===== src/rtl/alu_issue_stage_pkg.sv =====
// Shared definitions for the ALU issue stage: widths, opcodes, alu_ops bit
// positions and instruction field positions.
package alu_issue_stage_pkg;

  localparam int DATA_W  = 16;
  localparam int INSTR_W = 16;
  localparam int NREG    = 8;
  localparam int REG_AW  = 3;
  localparam int NOPS    = 7;

  localparam logic [3:0] OP_NOP  = 4'd0;
  localparam logic [3:0] OP_MOV  = 4'd1;
  localparam logic [3:0] OP_ADD  = 4'd2;
  localparam logic [3:0] OP_SUB  = 4'd3;
  localparam logic [3:0] OP_MUL  = 4'd4;
  localparam logic [3:0] OP_LDI  = 4'd5;
  localparam logic [3:0] OP_ADDI = 4'd6;
  localparam logic [3:0] OP_SUBI = 4'd7;

  // One-hot alu_ops bit indices: {mov,add,sub,mul,ldi,addi,subi}
  localparam int OPS_MOV  = 6;
  localparam int OPS_ADD  = 5;
  localparam int OPS_SUB  = 4;
  localparam int OPS_MUL  = 3;
  localparam int OPS_LDI  = 2;
  localparam int OPS_ADDI = 1;
  localparam int OPS_SUBI = 0;

  localparam int OP_HI  = 15;
  localparam int OP_LO  = 12;
  localparam int RD_HI  = 11;
  localparam int RD_LO  = 9;
  localparam int RS_HI  = 8;
  localparam int RS_LO  = 6;
  localparam int IMM_HI = 7;
  localparam int IMM_LO = 0;

  // Zero-extend an 8-bit immediate to the datapath width.
  function automatic logic [DATA_W-1:0] zext_imm(input logic [7:0] imm);
    return {{(DATA_W-8){1'b0}}, imm};
  endfunction

endpackage


===== src/rtl/alu_issue_stage_reg_file8x16.sv =====
// 8x16 register file: two asynchronous read ports, a debug read port and one
// synchronous write port; asynchronous reset clears every entry.
module reg_file8x16
  import alu_issue_stage_pkg::*;
(
  input  logic              clk,
  input  logic              rst,
  input  logic [REG_AW-1:0] ra_addr,
  output logic [DATA_W-1:0] ra_data,
  input  logic [REG_AW-1:0] rb_addr,
  output logic [DATA_W-1:0] rb_data,
  input  logic [REG_AW-1:0] dbg_addr,
  output logic [DATA_W-1:0] dbg_data,
  input  logic              we,
  input  logic [REG_AW-1:0] waddr,
  input  logic [DATA_W-1:0] wdata
);

  logic [DATA_W-1:0] mem [NREG];

  always_ff @(posedge clk or posedge rst) begin
    if (rst) begin
      for (int i = 0; i < NREG; i++) mem[i] <= '0;
    end else if (we) begin
      mem[waddr] <= wdata;
    end
  end

  assign ra_data  = mem[ra_addr];
  assign rb_data  = mem[rb_addr];
  assign dbg_data = mem[dbg_addr];

endmodule


===== src/rtl/alu_issue_stage.sv =====
// Decode / operand fetch / writeback stage around the 16-bit ALU. One
// instruction per cycle, result written back one cycle later with forwarding.
module alu_issue_stage
  import alu_issue_stage_pkg::*;
(
  input  logic               clk,
  input  logic               rst,
  input  logic               instr_valid,
  input  logic [INSTR_W-1:0] instr,
  output logic               instr_ready,
  input  logic               hold,
  output logic [DATA_W-1:0]  alu_a,
  output logic [DATA_W-1:0]  alu_b,
  output logic [NOPS-1:0]    alu_ops,
  input  logic [DATA_W-1:0]  alu_in,
  output logic               wb_valid,
  output logic [REG_AW-1:0]  wb_rd,
  output logic [DATA_W-1:0]  wb_data,
  output logic               illegal,
  input  logic [REG_AW-1:0]  dbg_addr,
  output logic [DATA_W-1:0]  dbg_data
);

  // Handshake: an instruction transfers on a rising edge where
  // instr_valid && instr_ready; instr_ready is simply !hold, and fetch keeps
  // instr stable while it is not accepted.
  logic [3:0]        op;
  logic [REG_AW-1:0] rd, rs;
  logic [7:0]        imm;
  logic              accept, op_legal, op_illegal;
  logic [DATA_W-1:0] rf_a, rf_b, fwd_a, fwd_b;
  logic [DATA_W-1:0] next_a, next_b;
  logic [NOPS-1:0]   next_ops;
  logic              ex_valid;
  logic [REG_AW-1:0] ex_rd;

  assign op  = instr[OP_HI:OP_LO];
  assign rd  = instr[RD_HI:RD_LO];
  assign rs  = instr[RS_HI:RS_LO];
  assign imm = instr[IMM_HI:IMM_LO];

  assign instr_ready = !hold;
  assign accept      = instr_valid && !hold;
  assign op_illegal  = op[3];
  assign op_legal    = (op != OP_NOP) && !op[3];

  assign wb_valid = ex_valid && !hold;
  assign wb_rd    = ex_rd;
  assign wb_data  = alu_in;

  reg_file8x16 u_rf (
    .clk      (clk),
    .rst      (rst),
    .ra_addr  (rd),
    .ra_data  (rf_a),
    .rb_addr  (rs),
    .rb_data  (rf_b),
    .dbg_addr (dbg_addr),
    .dbg_data (dbg_data),
    .we       (wb_valid),
    .waddr    (ex_rd),
    .wdata    (alu_in)
  );

  // alu_in is only meaningful (not Z) while a writeback is live.
  assign fwd_a = (wb_valid && (ex_rd == rd)) ? alu_in : rf_a;
  assign fwd_b = (wb_valid && (ex_rd == rs)) ? alu_in : rf_b;

  always_comb begin
    next_a   = '0;
    next_b   = '0;
    next_ops = '0;
    case (op)
      OP_MOV:  begin next_b = fwd_b;                                   next_ops[OPS_MOV]  = 1'b1; end
      OP_ADD:  begin next_a = fwd_a; next_b = fwd_b;                   next_ops[OPS_ADD]  = 1'b1; end
      OP_SUB:  begin next_a = fwd_a; next_b = fwd_b;                   next_ops[OPS_SUB]  = 1'b1; end
      OP_MUL:  begin next_a = fwd_a; next_b = fwd_b;                   next_ops[OPS_MUL]  = 1'b1; end
      OP_LDI:  begin next_a = zext_imm(imm);                           next_ops[OPS_LDI]  = 1'b1; end
      OP_ADDI: begin next_a = fwd_a; next_b = zext_imm(imm);           next_ops[OPS_ADDI] = 1'b1; end
      OP_SUBI: begin next_a = fwd_a; next_b = zext_imm(imm);           next_ops[OPS_SUBI] = 1'b1; end
      default: begin next_ops = '0; end
    endcase
  end

  always_ff @(posedge clk or posedge rst) begin
    if (rst) begin
      ex_valid <= 1'b0;
      ex_rd    <= '0;
      alu_a    <= '0;
      alu_b    <= '0;
      alu_ops  <= '0;
    end else if (!hold) begin
      if (accept && op_legal) begin
        ex_valid <= 1'b1;
        ex_rd    <= rd;
        alu_a    <= next_a;
        alu_b    <= next_b;
        alu_ops  <= next_ops;
      end else begin
        ex_valid <= 1'b0;
        alu_ops  <= '0;
      end
    end
  end

  // accept already excludes hold, so the pulse can never stretch.
  always_ff @(posedge clk or posedge rst) begin
    if (rst) illegal <= 1'b0;
    else     illegal <= accept && op_illegal;
  end

endmodule


===== config.mk =====
export PLATFORM = sky130hd
export DESIGN_NAME = alu_issue_stage
export DESIGN_NICKNAME = d
export VERILOG_FILES = /design/src/rtl/alu_issue_stage_pkg.sv /design/src/rtl/alu_issue_stage_reg_file8x16.sv /design/src/rtl/alu_issue_stage.sv
export SDC_FILE = /design/constraint.sdc
export NUM_CORES = 1
export LEC_CHECK = 0
export CAP_MARGIN = 25
export CELL_PAD_IN_SITES_DETAIL_PLACEMENT = 2
export CELL_PAD_IN_SITES_GLOBAL_PLACEMENT = 2
export CORE_UTILIZATION = 45
export CTS_BUF_LIST = sky130_fd_sc_hd__clkbuf_8
export CTS_CLUSTER_SIZE = 28
export DETAILED_ROUTE_END_ITERATION = 7
export PLACE_DENSITY = 0.88
export SLEW_MARGIN = 15
export SYNTH_ARGS = -nofsm -noshare
export SYNTH_HDL_FRONTEND = slang
export SYNTH_SLANG_ARGS = --single-unit

===== constraint.sdc =====
create_clock -name clk -period 16.1 [get_ports clk]
set_input_delay 2.415 -clock clk [delete_from_list [all_inputs] [get_ports clk]]
set_output_delay 2.415 -clock clk [all_outputs]
set_load 0.02 [all_outputs]

==> flow_summary.json, run 1 <==
{
  "outcome": "finished clean",
  "fp.coreArea_sq_mm": 0.0212,
  "maxCapViolCount": 0,
  "synthDistinctLibCells": 43,
  "crit_family": "buffers and inverters",
  "worstPathArrival_ns": 4.57,
  "drive_gt1_share_pct": 36.7,
  "final_cell_mix": "dfrtp_1, mux2_2, clkdlybuf4s50_1",
  "grt_max_degree": 76,
  "worstMarginPinSlew_ns": 1.07,
  "antenna_cells": 0,
  "min_to": "alu_ops[6]",
  "post_cts_resized": 0,
  "synthFlopType": "dfrtp_1",
  "total_power_mw": 1.76,
  "cp_slowest_cell": "clkdlybuf4s50_1",
  "path_buf_inv": 3,
  "slew_headroom_pct": 28.3,
  "yosys.area.top_type": "dfrtp_1",
  "critPathLaunch": "dbg_addr[0]",
  "num_rows": 53,
  "hold_depth": 2,
  "grt_util_all_layers_pct": 35.0,
  "final_cells": 1051,
  "grt_pass1_wl_mm": 55.9,
  "drc": 0,
  "cts_buffers": 17,
  "rsz0062_at_grt": "no",
  "cp_max_fo": 18,
  "initial_core_util_pct": 46.4,
  "synthArstFlopShare_pct": 100,
  "hold_class": "register to register",
  "drt_wl_total_mm": 37.9,
  "cpPeakStageDelay_ns": 0.59,
  "final_common_cell": "dfrtp_1",
  "worst_slack_ns": 9.12,
  "netlist_area_sq_mm": 0.00985,
  "dp_worst_setup_slack_ns": 8.95,
  "portBuffers": 115,
  "clkLatencyLatePin_ns": 0.48,
  "die_area_sq_mm": 0.0225,
  "dr_total_vias": 7334,
  "ant_nets": 0,
  "synth_edf_count": 0,
  "crit_chain": "buf_2 -> buf_12 -> mux4_2 -> mux2_2 -> clkdlybuf4s50_1",
  "grt_overflow": 0,
  "cellLeakagePower_nw": 5.01,
  "cts_hold_buf": 0,
  "dpl.cell_count": 1013,
  "die_y_um": 150,
  "synth_fp_nets": 712,
  "drt_first_pass_iters": 6,
  "area.growth.synth_to_final_pct": 17.6,
  "min_period_ns": 6.98,
  "layout.nets": 802,
  "ys_seq_elements": 172,
  "cp-end-kind": "primary output",
  "vias_per_cell": 6.98,
  "powerDensity_mw_per_mm2": 152,
  "cts_tree": "yes",
  "post-route-period-util_pct": 43.4,
  "tns_ns": 0,
  "wire_per_inst_um": 36.0,
  "cp.required_ns": 13.69,
  "yosys.area.top_type_share_pct": 43.7,
  "yosys-top-cells-area": "dfrtp_1, mux4_2, mux2_2",
  "cts_sinks": 172,
  "chipWidth_um": 150,
  "crit_type": "input port to primary output",
  "r2r_slack_ns": 13.33,
  "hpwlAfterDp_mm": 20.9,
  "grt_pass1_vias": 8258,
  "hold_ws_ns": 0.500,
  "timing.fmax_ghz": 0.143,
  "globalplace.congestion": 0.825,
  "cts_setup_buffers": 0,
  "r2r-start": "wb_rd[2]",
  "netlist_instances": 673,
  "fin_skew_ns": 0.0136,
  "root_buffer": "clkbuf_8",
  "clock_path_buffers": 2,
  "yosysSeqAreaShare_pct": 43.7,
  "reg2reg_depth": 4,
  "hp-start": "alu_ops[6]",
  "antenna_found_initial": 1,
  "maxSlewViolCount": 0,
  "path_clk_slew_ns": 0.09,
  "hold_viol_final": 0,
  "drt_iter0_drc": 540,
  "ios": 116,
  "start_kind": "input port",
  "cts_max_level": 4,
  "ir_drop_uv": 64.7,
  "r2r_end": "alu_b[13]",
  "finalSetupViolations": 0,
  "syn_area_per_cell_sq_um": 14.6,
  "yosys_warnings": 0
}
worst reg2reg max path, stage by stage (launching register included):
cell      delay (ns)
dfrtp_1         0.55
xor2_1          0.22
nor4_1          0.57
nand3_2         0.69
o221ai_1        0.60
cell type report:
cell class / instances / area [sq um]
fill: 1909 / 9630
multi-input combinational: 414 / 5080
sequential: 172 / 4300
timing repair buffer: 139 / 1370
tap: 275 / 344
clock buffer: 18 / 248
clock inverter: 14 / 169
inverter: 19 / 76.3
report_power, final:
group / leakage, nW / switching (mW) / internal [mW] / total, mW
Sequential: 2.26 / 0.199 / 0.578 / 0.777
Combinational: 2.55 / 0.276 / 0.370 / 0.645
Clock: 0.197 / 0.179 / 0.158 / 0.337
Total: 5.01 / 0.653 / 1.11 / 1.76
registers in the layout, summed over array words and instances, names as in the netlist:
signal and count:
alu_a 16, alu_b 16, alu_ops 7, ex_valid 1, illegal 1, u_rf.mem 128, wb_rd 3
worst max-delay path by stage:
stage,cells after the start,to
2_1_floorplan,1,alu_a[0]
4_1_cts,4,dbg_data[9]
3_3_place_gp,4,dbg_data[8]
5_1_grt,5,dbg_data[9]
3_5_place_dp,4,dbg_data[8]
6_report,5,dbg_data[9]
metal layers:
layer | share of wire (%) | vias to the layer above | wire length (um) | track usage, %
met5 | 0.034 | - | 13 | 0
met3 | 6.2 | 109 | 2360 | 6.59
met2 | 52 | 441 | 19700 | 58.7
li1 | - | 2793 | - | -
met1 | 38 | 3989 | 14500 | 43.1
met4 | 3.4 | 2 | 1290 | 17.9
Yosys cell counts, types with 6 or more instances:
master,number
mux2_1,25
mux4_2,96
o21ai_0,18
a221o_1,16
o221ai_1,16
xor2_1,6
a22o_1,8
clkbuf_1,9
nand2_1,35
buf_4,19
inv_1,18
mux2i_1,32
and2_1,8
mux2_2,114
dfrtp_1,172
buf_2,32
nor3_1,8
metrics by stage:
step,area (sq um),utilization (%)
floorplan,9850,-
global placement,11100,52.1
detailed placement,11100,52.1
CTS,11500,54.1
global route,11600,54.6
finish,11600,54.6
cell families after synthesis:
kind of cell / share of synthesized area, %
XOR/XNOR: 0.622
AND/OR/NAND/NOR: 4.23
AO/OA/AOI/OAI: 5.46
flip-flops: 43.7
buffers and inverters: 4.94
multiplexers: 41.1
Note: power is estimated with default switching activity, not from simulation.
==> inputs of run 2 (changes only) <==
--- a/config.mk
+++ b/config.mk
@@ -8,11 +8,11 @@
 export CAP_MARGIN = 25
 export CELL_PAD_IN_SITES_DETAIL_PLACEMENT = 2
 export CELL_PAD_IN_SITES_GLOBAL_PLACEMENT = 2
-export CORE_UTILIZATION = 45
+export CORE_UTILIZATION = 38
 export CTS_BUF_LIST = sky130_fd_sc_hd__clkbuf_8
 export CTS_CLUSTER_SIZE = 28
 export DETAILED_ROUTE_END_ITERATION = 7
-export PLACE_DENSITY = 0.88
+export PLACE_DENSITY = 0.8
 export SLEW_MARGIN = 15
 export SYNTH_ARGS = -nofsm -noshare
 export SYNTH_HDL_FRONTEND = slang
==> constraint.sdc (replaced) <==
create_clock -name clk -period 6.15 [get_ports clk]
set_input_delay 0.9225 -clock clk [delete_from_list [all_inputs] [get_ports clk]]
set_output_delay 0.9225 -clock clk [all_outputs]
set_load 0.02 [all_outputs]
==> flow_summary.json, run 2 (synthesis results as in run 1) <==
{
  "outcome": "finished clean",
  "r2r-start": "wb_rd[2]",
  "cp-end-kind": "primary output",
  "cp.required_ns": 5.23,
  "top_regs": "u_rf.mem (128), alu_a (16), alu_b (16)",
  "portBuffers": 115,
  "wl_met1_mm": 13.1,
  "antenna_cells": 0,
  "ios": 116,
  "top_layer_used": "met4",
  "wl_met3_mm": 1.40,
  "fin_skew_ns": 0.0273,
  "hold_class": "register to register",
  "worstMarginPinSlew_ns": 1.07,
  "critPathLaunch": "dbg_addr[0]",
  "tns_ns": 0,
  "cellLeakagePower_nw": 4.97,
  "rsz0062_at_grt": "no",
  "ir_drop_uv": 118,
  "cts_setup_buffers": 0,
  "drt_first_pass_iters": 7,
  "fp.coreArea_sq_mm": 0.0253,
  "cts_buffers": 17,
  "drt_iter0_drc": 452,
  "die_y_um": 163,
  "finalSetupViolations": 0,
  "crit_type": "input port to primary output",
  "worstPathArrival_ns": 3.34,
  "hp-start": "alu_ops[6]",
  "crit_family": "buffers and inverters",
  "grt_pass1_vias": 7835,
  "post-route-period-util_pct": 69.2,
  "wire_per_inst_um": 29.8,
  "num_rows": 58,
  "root_buffer": "clkbuf_8",
  "post_cts_resized": 0,
  "vias_per_cell": 6.23,
  "slew_headroom_pct": 28.5,
  "grt_overflow": 0,
  "grt_util_all_layers_pct": 26.3,
  "cts_max_level": 4,
  "drt_wl_total_mm": 32.9,
  "chipWidth_um": 163,
  "path_clk_slew_ns": 0.09,
  "cts_hold_buf": 0,
  "hpwlAfterDp_mm": 20.2,
  "largest_reg_flops": 128,
  "cp_slowest_cell": "buf_2",
  "cp_max_fo": 21,
  "start_kind": "input port",
  "worst_slack_ns": 1.89,
  "dp_worst_setup_slack_ns": 1.88,
  "maxSlewViolCount": 0,
  "cts_tree": "yes",
  "final_cell_mix": "dfrtp_1, mux2_2, clkdlybuf4s50_1",
  "grt_pass1_wl_mm": 50.9,
  "layout.nets": 800,
  "crit_chain": "buf_2 -> buf_4 -> mux4_2 -> mux2_2 -> clkdlybuf4s50_1",
  "powerDensity_mw_per_mm2": 379,
  "path_buf_inv": 3,
  "clock_path_buffers": 2,
  "final_common_cell": "dfrtp_1",
  "area.growth.synth_to_final_pct": 17.4,
  "top_register": "u_rf.mem",
  "dr_total_vias": 6873,
  "hold_viol_final": 0,
  "wl_met2_mm": 17.4,
  "ant_nets": 0,
  "initial_core_util_pct": 38.9,
  "maxCapViolCount": 0,
  "drive_gt1_share_pct": 36.2,
  "drc": 0,
  "min_period_ns": 4.26,
  "globalplace.congestion": 0.808,
  "antenna_found_initial": 0,
  "cpPeakStageDelay_ns": 0.60,
  "clkLatencyLatePin_ns": 0.49,
  "timing.fmax_ghz": 0.235,
  "die_area_sq_mm": 0.0266,
  "cts_sinks": 172,
  "grt_max_degree": 69
}
-- run 2: layer usage --
layer | global-route usage (%) | vias to the layer above
met3 | 4.44 | 76
met2 | 45.3 | 268
li1 | - | 2784
met1 | 32.6 | 3745
met5 | 0 | -
met4 | 10.9 | 0
-- run 2: final cells by class --
class	count	area [sq um]
tap	330	413
clock buffer	20	275
clock inverter	12	123
inverter	19	76.3
timing repair buffer	137	1300
fill	2388	13800
multi-input combinational	414	5080
sequential	172	4300
-- run 2: path summary, 6_finish.rpt --
check | end | slack, ns | cells past startpoint
max | dbg_data[8] | 1.89 | 5
min | alu_ops[6] | 0.49 | 2
max reg2reg | alu_a[3] | 3.57 | 4
min reg2reg | alu_ops[6] | 0.49 | 2
max in group asynchronous | alu_b[6] | 3.93 | 3
min in group asynchronous | u_rf.mem[13] | 0.91 | 2
-- run 2: stage by stage --
step	hold slack [ns]	util [%]	power, mW	instance area [sq um]	instances
final	0.491	45.7	4.39	11600	1104
after global routing	0.527	45.7	4.58	11600	1104
after CTS	0.497	45.6	4.39	11500	1103
after detailed placement	0.477	44.0	3.54	11100	1071
after global placement	0.465	44.0	3.37	11100	1071
after floorplan	0.478	-	2.89	9850	673
-- run 2: worst reg2reg max path, stage by stage (launching register included) --
cell and delay [ns]:
dfrtp_1 0.53, xor2_1 0.25, nor4_4 0.91, nor2_2 0.36, a221o_1 0.41
-- run 2: power breakdown --
| group | internal [mW] | leakage (nW) | switching [mW] | total, mW |
|---|---|---|---|---|
| clock | 0.389 | 0.197 | 0.441 | 0.831 |
| combinational | 0.960 | 2.52 | 0.635 | 1.59 |
| sequential | 1.51 | 2.26 | 0.447 | 1.96 |
| total | 2.86 | 4.97 | 1.52 | 4.39 |
==> inputs of run 3 (changes only) <==
--- a/config.mk
+++ b/config.mk
@@ -8,11 +8,11 @@
 export CAP_MARGIN = 25
 export CELL_PAD_IN_SITES_DETAIL_PLACEMENT = 2
 export CELL_PAD_IN_SITES_GLOBAL_PLACEMENT = 2
-export CORE_UTILIZATION = 38
+export CORE_UTILIZATION = 42
 export CTS_BUF_LIST = sky130_fd_sc_hd__clkbuf_8
 export CTS_CLUSTER_SIZE = 28
 export DETAILED_ROUTE_END_ITERATION = 7
-export PLACE_DENSITY = 0.8
+export PLACE_DENSITY = 0.83
 export SLEW_MARGIN = 15
 export SYNTH_ARGS = -nofsm -noshare
 export SYNTH_HDL_FRONTEND = slang
==> constraint.sdc (replaced) <==
create_clock -name clk -period 4.15 [get_ports clk]
set_input_delay 0.6225 -clock clk [delete_from_list [all_inputs] [get_ports clk]]
set_output_delay 0.6225 -clock clk [all_outputs]
set_load 0.02 [all_outputs]
==> flow_summary.json, run 3 (synthesis results as in run 1) <==
{
  "outcome": "finished clean",
  "crit_family": "buffers and inverters",
  "finalSetupViolations": 0,
  "die_y_um": 155,
  "worstMarginPinSlew_ns": 0.876,
  "antenna_found_initial": 0,
  "hold_class": "register to register",
  "grt_util_all_layers_pct": 31.4,
  "drive_gt1_share_pct": 36.8,
  "cellLeakagePower_nw": 5.02,
  "grt_overflow": 0,
  "powerDensity_mw_per_mm2": 569,
  "comb_power_share_pct": 36.9,
  "post-route-period-util_pct": 73.9,
  "min_period_ns": 3.07,
  "die_area_sq_mm": 0.0241,
  "crit_type": "input port to primary output",
  "clkLatencyLatePin_ns": 0.48,
  "p_int_mw": 4.26,
  "drt_first_pass_iters": 5,
  "p_clk_share_pct": 18.5,
  "post_cts_resized": 0,
  "fill_cells": 2109,
  "dr_total_vias": 7108,
  "cts_max_level": 4,
  "initial_core_util_pct": 43.1,
  "layout.nets": 806,
  "ir_drop_uv": 200,
  "maxSlewViolCount": 0,
  "cp_slowest_cell": "clkdlybuf4s50_1",
  "cp_max_fo": 32,
  "area.growth.synth_to_final_pct": 18.0,
  "start_kind": "input port",
  "num_rows": 55,
  "grt_max_degree": 63,
  "tns_ns": 0,
  "cp-end-kind": "primary output",
  "top_regs": "u_rf.mem (128), alu_a (16), alu_b (16)",
  "top_register": "u_rf.mem",
  "cp.depth": 5,
  "hold_viol_final": 0,
  "cts_buffers": 17,
  "vias_per_cell": 6.52,
  "slew_headroom_pct": 41.6,
  "final_common_cell": "dfrtp_1",
  "swShare_pct": 35.6,
  "path_buf_inv": 3,
  "root_buffer": "clkbuf_8",
  "reg2reg_depth": 5,
  "grt_pass1_wl_mm": 54.6,
  "sequentialPowerShare_pct": 44.5,
  "clock_path_buffers": 2,
  "largest_reg_flops": 128,
  "cp.required_ns": 3.53,
  "cpPeakStageDelay_ns": 0.57,
  "hpwlAfterDp_mm": 21.9,
  "cts_setup_buffers": 0,
  "drt_wl_total_mm": 35.7,
  "globalplace.congestion": 0.829,
  "final_cell_mix": "dfrtp_1, mux2_2, clkdlybuf4s50_1",
  "worstPathArrival_ns": 2.44,
  "ios": 116,
  "cts_hold_buf": 0,
  "cts_tree": "yes",
  "crit_chain": "buf_2 -> buf_12 -> mux4_2 -> mux2_2 -> clkdlybuf4s50_1",
  "chipWidth_um": 155,
  "wire_per_inst_um": 32.7,
  "antenna_cells": 0,
  "drc": 0,
  "ant_nets": 0,
  "hold_depth": 1,
  "path_clk_slew_ns": 0.10,
  "maxCapViolCount": 0,
  "portBuffers": 115,
  "grt_pass1_vias": 8141,
  "rsz0062_at_grt": "no",
  "fp.coreArea_sq_mm": 0.0228,
  "drt_iter0_drc": 604,
  "switchingPower_mw": 2.35,
  "cts_sinks": 172,
  "fin_skew_ns": 0.0188,
  "total_power_mw": 6.61,
  "timing.fmax_ghz": 0.326
}
run 3: worst register-to-register path, cell delays in order, from the launching register on:
cell and delay (ns):
dfrtp_1 0.53, xor2_1 0.21, nor4_1 0.34, nand3_1 0.42
buf_4 0.37, o221ai_1 0.26
run 3: routing by layer:
| layer | up-vias | GRT usage [%] | part of all wire, % |
|---|---|---|---|
| li1 | 2785 | - | - |
| met1 | 3918 | 40.2 | 41 |
| met2 | 297 | 52.2 | 50 |
| met3 | 108 | 4.93 | 4.8 |
| met4 | 0 | 15.5 | 3.8 |
| met5 | - | 0 | 0 |
run 3: area by class of cell:
| cell class | count | area, sq um | share of cell area (%) |
|---|---|---|---|
| clock buffer | 21 | 289 | 2.49 |
| clock inverter | 8 | 92.6 | 0.797 |
| inverter | 19 | 75.1 | 0.646 |
| multi-input combinational | 414 | 5080 | 43.7 |
| sequential | 172 | 4300 | 37.0 |
| tap | 313 | 392 | 3.37 |
| timing repair buffer | 143 | 1390 | 12.0 |
run 3: per-stage QoR:
step | utilization (%) | hold WS (ns) | instances | setup slack, ns | cell area [sq um]
floorplan | - | 0.478 | 673 | 1.33 | 9860
global placement | 49.2 | 0.470 | 1061 | 1.10 | 11200
detailed placement | 49.2 | 0.479 | 1061 | 1.02 | 11200
CTS | 50.9 | 0.502 | 1090 | 1.09 | 11600
global route | 50.9 | 0.529 | 1090 | 1.04 | 11600
finish | 50.9 | 0.499 | 1090 | 1.08 | 11600
run 3: path summary, 6_finish.rpt:
check	start	end	slack, ns
worst min-delay path	alu_ops[2]	alu_ops[2]	0.50
worst min register to register	alu_ops[2]	alu_ops[2]	0.50
min in group asynchronous	rst	u_rf.mem[109]	0.64
worst max register to register	wb_rd[2]	alu_b[8]	1.91
worst max-delay path	dbg_addr[1]	dbg_data[9]	1.08
max in group asynchronous	rst	u_rf.mem[116]	2.65
run 3: power by group through the flow:
stage,registers [mW],logic (mW),clock network (mW)
4_1_cts,2.91,2.46,1.24
5_1_grt,2.99,2.57,1.29
3_3_place_gp,2.77,2.25,0
6_report,2.94,2.44,1.22
3_5_place_dp,2.89,2.38,0
2_1_floorplan,2.73,1.56,0
